$ cat src/rtl/idct_block_scheduler.sv
// idct_block_scheduler: walks every Y/U/V block, sequencing fetch/IDCT then write-back and muxing the shared SRAM port
module idct_block_scheduler #(
   parameter int Y_ROW_BLOCKS  = 9,
   parameter int Y_COL_BLOCKS  = 12,
   parameter int UV_ROW_BLOCKS = 18,
   parameter int UV_COL_BLOCKS = 12
) (
   input  logic        Clock,
   input  logic        Reset,
   input  logic        start,
   output logic        fetch_start,
   input  logic        fetch_done,
   output logic        write_start,
   input  logic        write_done,
   output logic [4:0]  Rb,
   output logic [4:0]  Cb,
   output logic        Y_finished,
   output logic        U_finished,
   input  logic [17:0] fetch_SRAM_address,
   input  logic        fetch_SRAM_we_n,
   input  logic [15:0] fetch_SRAM_write_data,
   input  logic [17:0] write_SRAM_address,
   input  logic        write_SRAM_we_n,
   input  logic [15:0] write_SRAM_write_data,
   output logic [17:0] SRAM_address,
   output logic        SRAM_we_n,
   output logic [15:0] SRAM_write_data,
   output logic [9:0]  block_count,
   output logic        busy,
   output logic        done
);
   typedef enum logic [2:0] {IDLE, FETCH_START, FETCH_WAIT, WRITE_START, WRITE_WAIT, ADVANCE, DONE_ST} state_t;
   state_t state, state_n;
   logic [4:0] rb_n, cb_n, col_lim, row_lim;
   logic [9:0] cnt_n;
   logic yf_n, uf_n, last_col, last_row, f_own, w_own;
   assign col_lim  = Y_finished ? 5'(UV_COL_BLOCKS) : 5'(Y_COL_BLOCKS);
   assign row_lim  = Y_finished ? 5'(UV_ROW_BLOCKS) : 5'(Y_ROW_BLOCKS);
   assign last_col = Cb == col_lim - 5'd1;
   assign last_row = Rb == row_lim - 5'd1;
   always_ff @(posedge Clock) begin
      if (Reset) begin
         state       <= IDLE;
         Rb          <= '0;
         Cb          <= '0;
         Y_finished  <= 1'b0;
         U_finished  <= 1'b0;
         block_count <= '0;
      end else begin
         state       <= state_n;
         Rb          <= rb_n;
         Cb          <= cb_n;
         Y_finished  <= yf_n;
         U_finished  <= uf_n;
         block_count <= cnt_n;
      end
   end
   always_comb begin
      state_n = state;
      rb_n    = Rb;
      cb_n    = Cb;
      yf_n    = Y_finished;
      uf_n    = U_finished;
      cnt_n   = block_count;
      unique case (state)
         IDLE: begin
            state_n = start ? FETCH_START : IDLE;
            cnt_n   = start ? '0 : block_count;
         end
         FETCH_START: state_n = FETCH_WAIT;
         FETCH_WAIT:  state_n = fetch_done ? WRITE_START : FETCH_WAIT;
         WRITE_START: state_n = WRITE_WAIT;
         WRITE_WAIT:  state_n = write_done ? ADVANCE : WRITE_WAIT;
         ADVANCE: begin
            cnt_n   = block_count + 10'd1;
            cb_n    = last_col ? '0 : Cb + 5'd1;
            rb_n    = !last_col ? Rb : last_row ? '0 : Rb + 5'd1;
            // Y end sets Y_finished, U end sets U_finished, V end finishes the frame
            yf_n    = Y_finished | (last_col & last_row);
            uf_n    = U_finished | (last_col & last_row & Y_finished);
            state_n = (last_col && last_row && U_finished) ? DONE_ST : FETCH_START;
         end
         DONE_ST: begin
            state_n = IDLE;
            rb_n    = '0;
            cb_n    = '0;
            yf_n    = 1'b0;
            uf_n    = 1'b0;
         end
         default: state_n = IDLE;
      endcase
   end
   assign fetch_start     = state == FETCH_START;
   assign write_start     = state == WRITE_START;
   assign done            = state == DONE_ST;
   assign busy            = state != IDLE;
   assign f_own           = state == FETCH_START || state == FETCH_WAIT;
   assign w_own           = state == WRITE_START || state == WRITE_WAIT;
   assign SRAM_address    = f_own ? fetch_SRAM_address : w_own ? write_SRAM_address : '0;
   assign SRAM_we_n       = f_own ? fetch_SRAM_we_n : w_own ? write_SRAM_we_n : 1'b1;
   assign SRAM_write_data = f_own ? fetch_SRAM_write_data : w_own ? write_SRAM_write_data : '0;
endmodule

$ cat config.mk
export PLATFORM = sky130hd
export DESIGN_NAME = idct_block_scheduler
export DESIGN_NICKNAME = d
export VERILOG_FILES = /design/src/rtl/idct_block_scheduler.sv
export SDC_FILE = /design/constraint.sdc
export NUM_CORES = 1
export LEC_CHECK = 0
export ABC_AREA = 1
export BUFFER_PORTS_ARGS = -buffer_cell sky130_fd_sc_hd__buf_4
export CORE_MARGIN = 5
export CORE_UTILIZATION = 37
export DETAILED_ROUTE_END_ITERATION = 12
export PLACE_DENSITY = 0.77
export SLEW_MARGIN = 20
export SYNTH_ARGS = -nofsm -noshare
export SYNTH_HDL_FRONTEND = slang
export SYNTH_SLANG_ARGS = --single-unit
$ cat constraint.sdc
create_clock -name Clock -period 1.3 [get_ports Clock]
set_input_delay 0.26 -clock Clock [delete_from_list [all_inputs] [get_ports Clock]]
set_output_delay 0.26 -clock Clock [all_outputs]
set_load 0.005 [all_outputs]
# == After elaboration in Yosys (flattened, before gate mapping) ==
# Cells that the tools add are included.
# Widths: inputs -> output; s select.
# totals
reg_bits,25
input_bits,75
output_inout_bits,61
word_cells,55
# classes
n_addsub,4
n_eq_ne,10
muxes,21
bitwise,4
n_reduce_logical,10
# op_table
cell,count
$mux 18,2
$mux 16,2
$mux 5,4
$pmux 10 s2,1
$pmux 5 s2,2
$pmux 3 s6,1
$add 10x1->10 const B,1
$add 5x1->5 const B,2
$mux 10,1
$eq 3x3->1 const B,3
$eq 3x2->1 const B,2
$eq 5x4->1 const B,1
$eq 5x5->1,1
$mux 1,5
$sub 5x1->5 const B,1
$ne 2x2->1 const B,2
$pmux 1 s2,2
$reduce_and 2->1,2
$reduce_bool 2->1,2
$eq 3x1->1 const B,1
$logic_not 3->1,1
$mux 3,1
$reduce_bool 3->1,1
$and 1x1->1,2
other kinds (3),6

# == Depth between registers and ports, before layout ==
# logic_depth
ltp_word,7
mapped_depth,9
ltp_nobuf,9

# == Worst setup path after synthesis ==
# OpenSTA, ideal clock, no wires.
# synth_timing
path_type,register to output
from,register state[0]
to,output port SRAM_address[13]
arrival_ns,1.116
t_required_ns,1.040
path_slack_ns,-0.076
stages_incl_launch_ff,6
path_buffers,1
cell_sequence,dfxtp_1 > inv_2 > nor3_4 > buf_6 > o21ai_0 > nand2_1
# synth_via
elab_chain_len,4
# synth_lines
item,line_no,rtl
start: declaration,33,"state_t state, state_n;"
start signal: assignment,50,state <= state_n;
$eq 3x2->1 / $eq 3x3->1 (equally long branches),98,assign w_own = state == WRITE_START || state == WRITE_WAIT;
$logic_or 1x1->1,98,
$mux 18,99,assign SRAM_address = f_own ? fetch_SRAM_address : w_own ? write_SRAM_address : '0;
$mux 18 *,99,
end: declaration,25,"output logic [17:0] SRAM_address,"
# Mark *: on every way between the ends. The rest lies on a longest branch, timed or not.

# == Worst setup path after layout ==
# layout_timing
from,register state[0]
to,output port SRAM_write_data[12]
# layout_via
elab_chain_len,4
# layout_lines
item,line_no,rtl
$eq 3x2->1 / $eq 3x3->1 (equally long branches),98,
$logic_or 1x1->1,98,
$mux 16,101,assign SRAM_write_data = f_own ? fetch_SRAM_write_data : w_own ? write_SRAM_write_data : '0;
$mux 16 *,101,
end: declaration,27,"output logic [15:0] SRAM_write_data,"
# Marks and branches as above.

==> run metrics <==
Final Wtd Congestion=0.859; Worst Setup End Kind=primary output; Final Hold Fails=0; Worst-path clk slew=0.09 ns; Final setup viols=64; Clock Path Buffers=2; Synth-to-Final Area Change=106%; total power=2.36 mW; initial antenna violation count=0; R2R setup slack=-0.14 ns; cell area after synthesis=0.00185 sq mm; via density per instance=5.25; yosys warns=0; Setup crit start=state[0]; DRT Wirelength=9170 um; IO Count=136; last element of the critical path=SRAM_write_data[12]; Internal Pwr Total=1.61 mW; Core ar.=0.00479 sq mm; switching pwr=745 uW; Post-Synthesis Cells=324; maximum VDD drop=622 uV; CTS tree=built; WP data required=1.04 ns; 1st-iter DRT viols=108; skew final=0.00238 ns; Max Freq=575 MHz; Initial Util=38.6%; CP Launch Type=flop; layout cells sized above 1=52.0%; first-pass GRT wire length=11500 um; RSZ-0062 raised after global routing=yes; Clk network pwr share=19.5%; register share of total power=33.3%; sequential share of the synthesized area=27.1%; #FFs+latches synth=25; failing checks=setup timing; max cap viols=0; sequential cell area=510 sq um; Logic pwr share=47.1%; library cells used by synthesis=21; GRT Total Usage=22.1%; number of I/O port buffers=135; WL/cell=16.2 um; most frequent cell on the critical path=buf_4; dpl hpwl=6050 um; drt first pass iters=5; Largest stage delay, worst path=0.38 ns; FF-to-FF Start=state[0]; row count=25; area occupied by multi-input gates=0.00145 sq mm; Inst Count DP=545; Arrival @ worst endpoint=1.48 ns; Tmin final=1.74 ns; via total after detailed routing=2965; H-tree levels=1; DR DRC count=0; Clock Latency Late Sink=0.26 ns; worst-path fanout max=13; syn_nets=402; Final WS setup=-0.439 ns; Crit Path Class=reg -> out; vias in the first global route=2472; DIE HEIGHT=80.7 um; final antenna-violating net count=0; fin crit share=134%; Worst Tran Pin Value=0.318 ns; sw frac=31.6%; Chip Width=80.7 um; cts bufs inserted=3; Layout Cells excl Fill=565; Slew headroom=78.6%; R2R depth=9; pin count of the biggest net entering global routing=28; ant diodes=0; Sink Count=25; Die ar.=0.00651 sq mm; syn_area_per_cell=5.70 sq um; status=finished with violations; clock root buffer master=clkbuf_8; RR Endpoint=block_count[4]; grt total ovfl=0; fin. max-slew vios=0; Power Density=619 mW/mm^2; nets=577; number of fill cells=328; critical path, cell by cell=inv_4, nor3_4, buf_4, clkbuf_16, o21ai_1, nand2_1, buf_4; Hold Crit Class=in -> reg; slowest cell on the critical path=dfxtp_4; P_leak=1.89 nW
worst max-delay path: cells and delay by family, from the launching register on:
| family | cells | cell delay, ns |
|---|---|---|
| buffers and inverters | 4 | 0.48 |
| flip-flops | 1 | 0.38 |
| AND/OR/NAND/NOR | 2 | 0.28 |
| AO/OA/AOI/OAI | 1 | 0.07 |
stage by stage:
| stage | worst slack (ns) | hold slack [ns] | cell area (sq um) | setup TNS (ns) | util, % |
|---|---|---|---|---|---|
| 2_1_floorplan | 0.0132 | 0.329 | 1870 | 0 | - |
| 3_3_place_gp | -0.0423 | 0.486 | 3160 | -0.435 | 66.0 |
| 3_5_place_dp | -0.0739 | 0.500 | 3160 | -1.62 | 66.0 |
| 4_1_cts | -0.356 | 0.344 | 3350 | -11.98 | 70.0 |
| 5_1_grt | -0.501 | 0.365 | 3810 | -20.38 | 79.7 |
| 6_report | -0.439 | 0.364 | 3810 | -16.19 | 79.7 |
how the worst min path moves through the flow:
stage | slack [ns] | cells after the start | to | startpoint
3_5_place_dp | 0.50 | 2 | block_count[6] | block_count[6]
4_1_cts | 0.34 | 3 | state[0] | Reset
6_report | 0.36 | 3 | block_count[1] | Reset
2_1_floorplan | 0.33 | 1 | Cb[1] | Reset
3_3_place_gp | 0.49 | 2 | block_count[6] | block_count[6]
5_1_grt | 0.37 | 3 | Cb[1] | Reset
final cells by class:
| type | instances | area share, % |
|---|---|---|
| inverter | 27 | 3.31 |
| multi-input combinational | 260 | 37.9 |
| sequential | 25 | 13.4 |
| tap | 67 | 2.20 |
| clock buffer | 4 | 1.18 |
| timing repair buffer | 182 | 42.0 |
state kept, by name, summed over array words and instances (netlist names):
register and count:
state 3, Cb 5, Y_finished 1, block_count 10, U_finished 1, Rb 5
Yosys cell counts:
cell type	n	share of area (%)
nand2_1	134	27
o21ai_0	29	7.9
a21oi_1	25	6.8
dfxtp_1	25	27
inv_1	24	4.9
nor2_1	21	4.3
nand3_1	18	4.9
o21ai_1	16	4.3
nand4_1	6	2.0
buf_6	4	2.4
buf_2	3	0.81
clkbuf_2	3	0.81
ha_1	3	2.0
inv_2	3	0.61
clkbuf_1	2	0.41
nand3_2	2	1.1
nor2_2	2	0.68
nand2_2	1	0.34
nor3_1	1	0.27
nor3_4	1	0.88
o22ai_1	1	0.34
routing by layer:
metal	share of wire, %	track usage [%]	wire (um)	vias to the layer above
met3	8.0	4.15	736	28
met5	0	0	0	-
met4	2.7	6.08	247	0
met1	37	24.9	3380	1385
li1	-	-	-	1412
met2	52	41.7	4800	140
cell usage in the layout (no fill, tap or decap), drive strengths merged:
master,instances
nor3,2
a21oi,25
ha,3
nand2,135
buf,178
nand3,20
inv,27
dfxtp,25
nor2,23
o21ai,45
nand4,6
clkbuf,8
o22ai,1
what timing repair did:
action	CTS	global route
setup endpoints to repair	42	59
cloned	1	5
resized for setup	39	92
setup buffers	4	6
pin swaps	2	36
hold buffers	0	0
power groups by stage:
stage	registers (mW)	clock network (mW)	logic, mW
global placement	0.804	0	0.840
finish	0.786	0.461	1.11
floorplan	0.807	0	0.308
global route	0.787	0.497	1.18
detailed placement	0.804	0	0.846
CTS	0.786	0.466	0.899
logic make-up after synthesis:
| family | count (synthesis) | share of synthesized area (%) |
|---|---|---|
| fa+ha+maj | 3 | 2.03 |
| simple gates | 186 | 41.6 |
| compound gates | 71 | 19.3 |
| flops | 25 | 27.1 |
| buf+inv | 39 | 9.95 |
No activity file was read; power rests on OpenSTA's default activity.
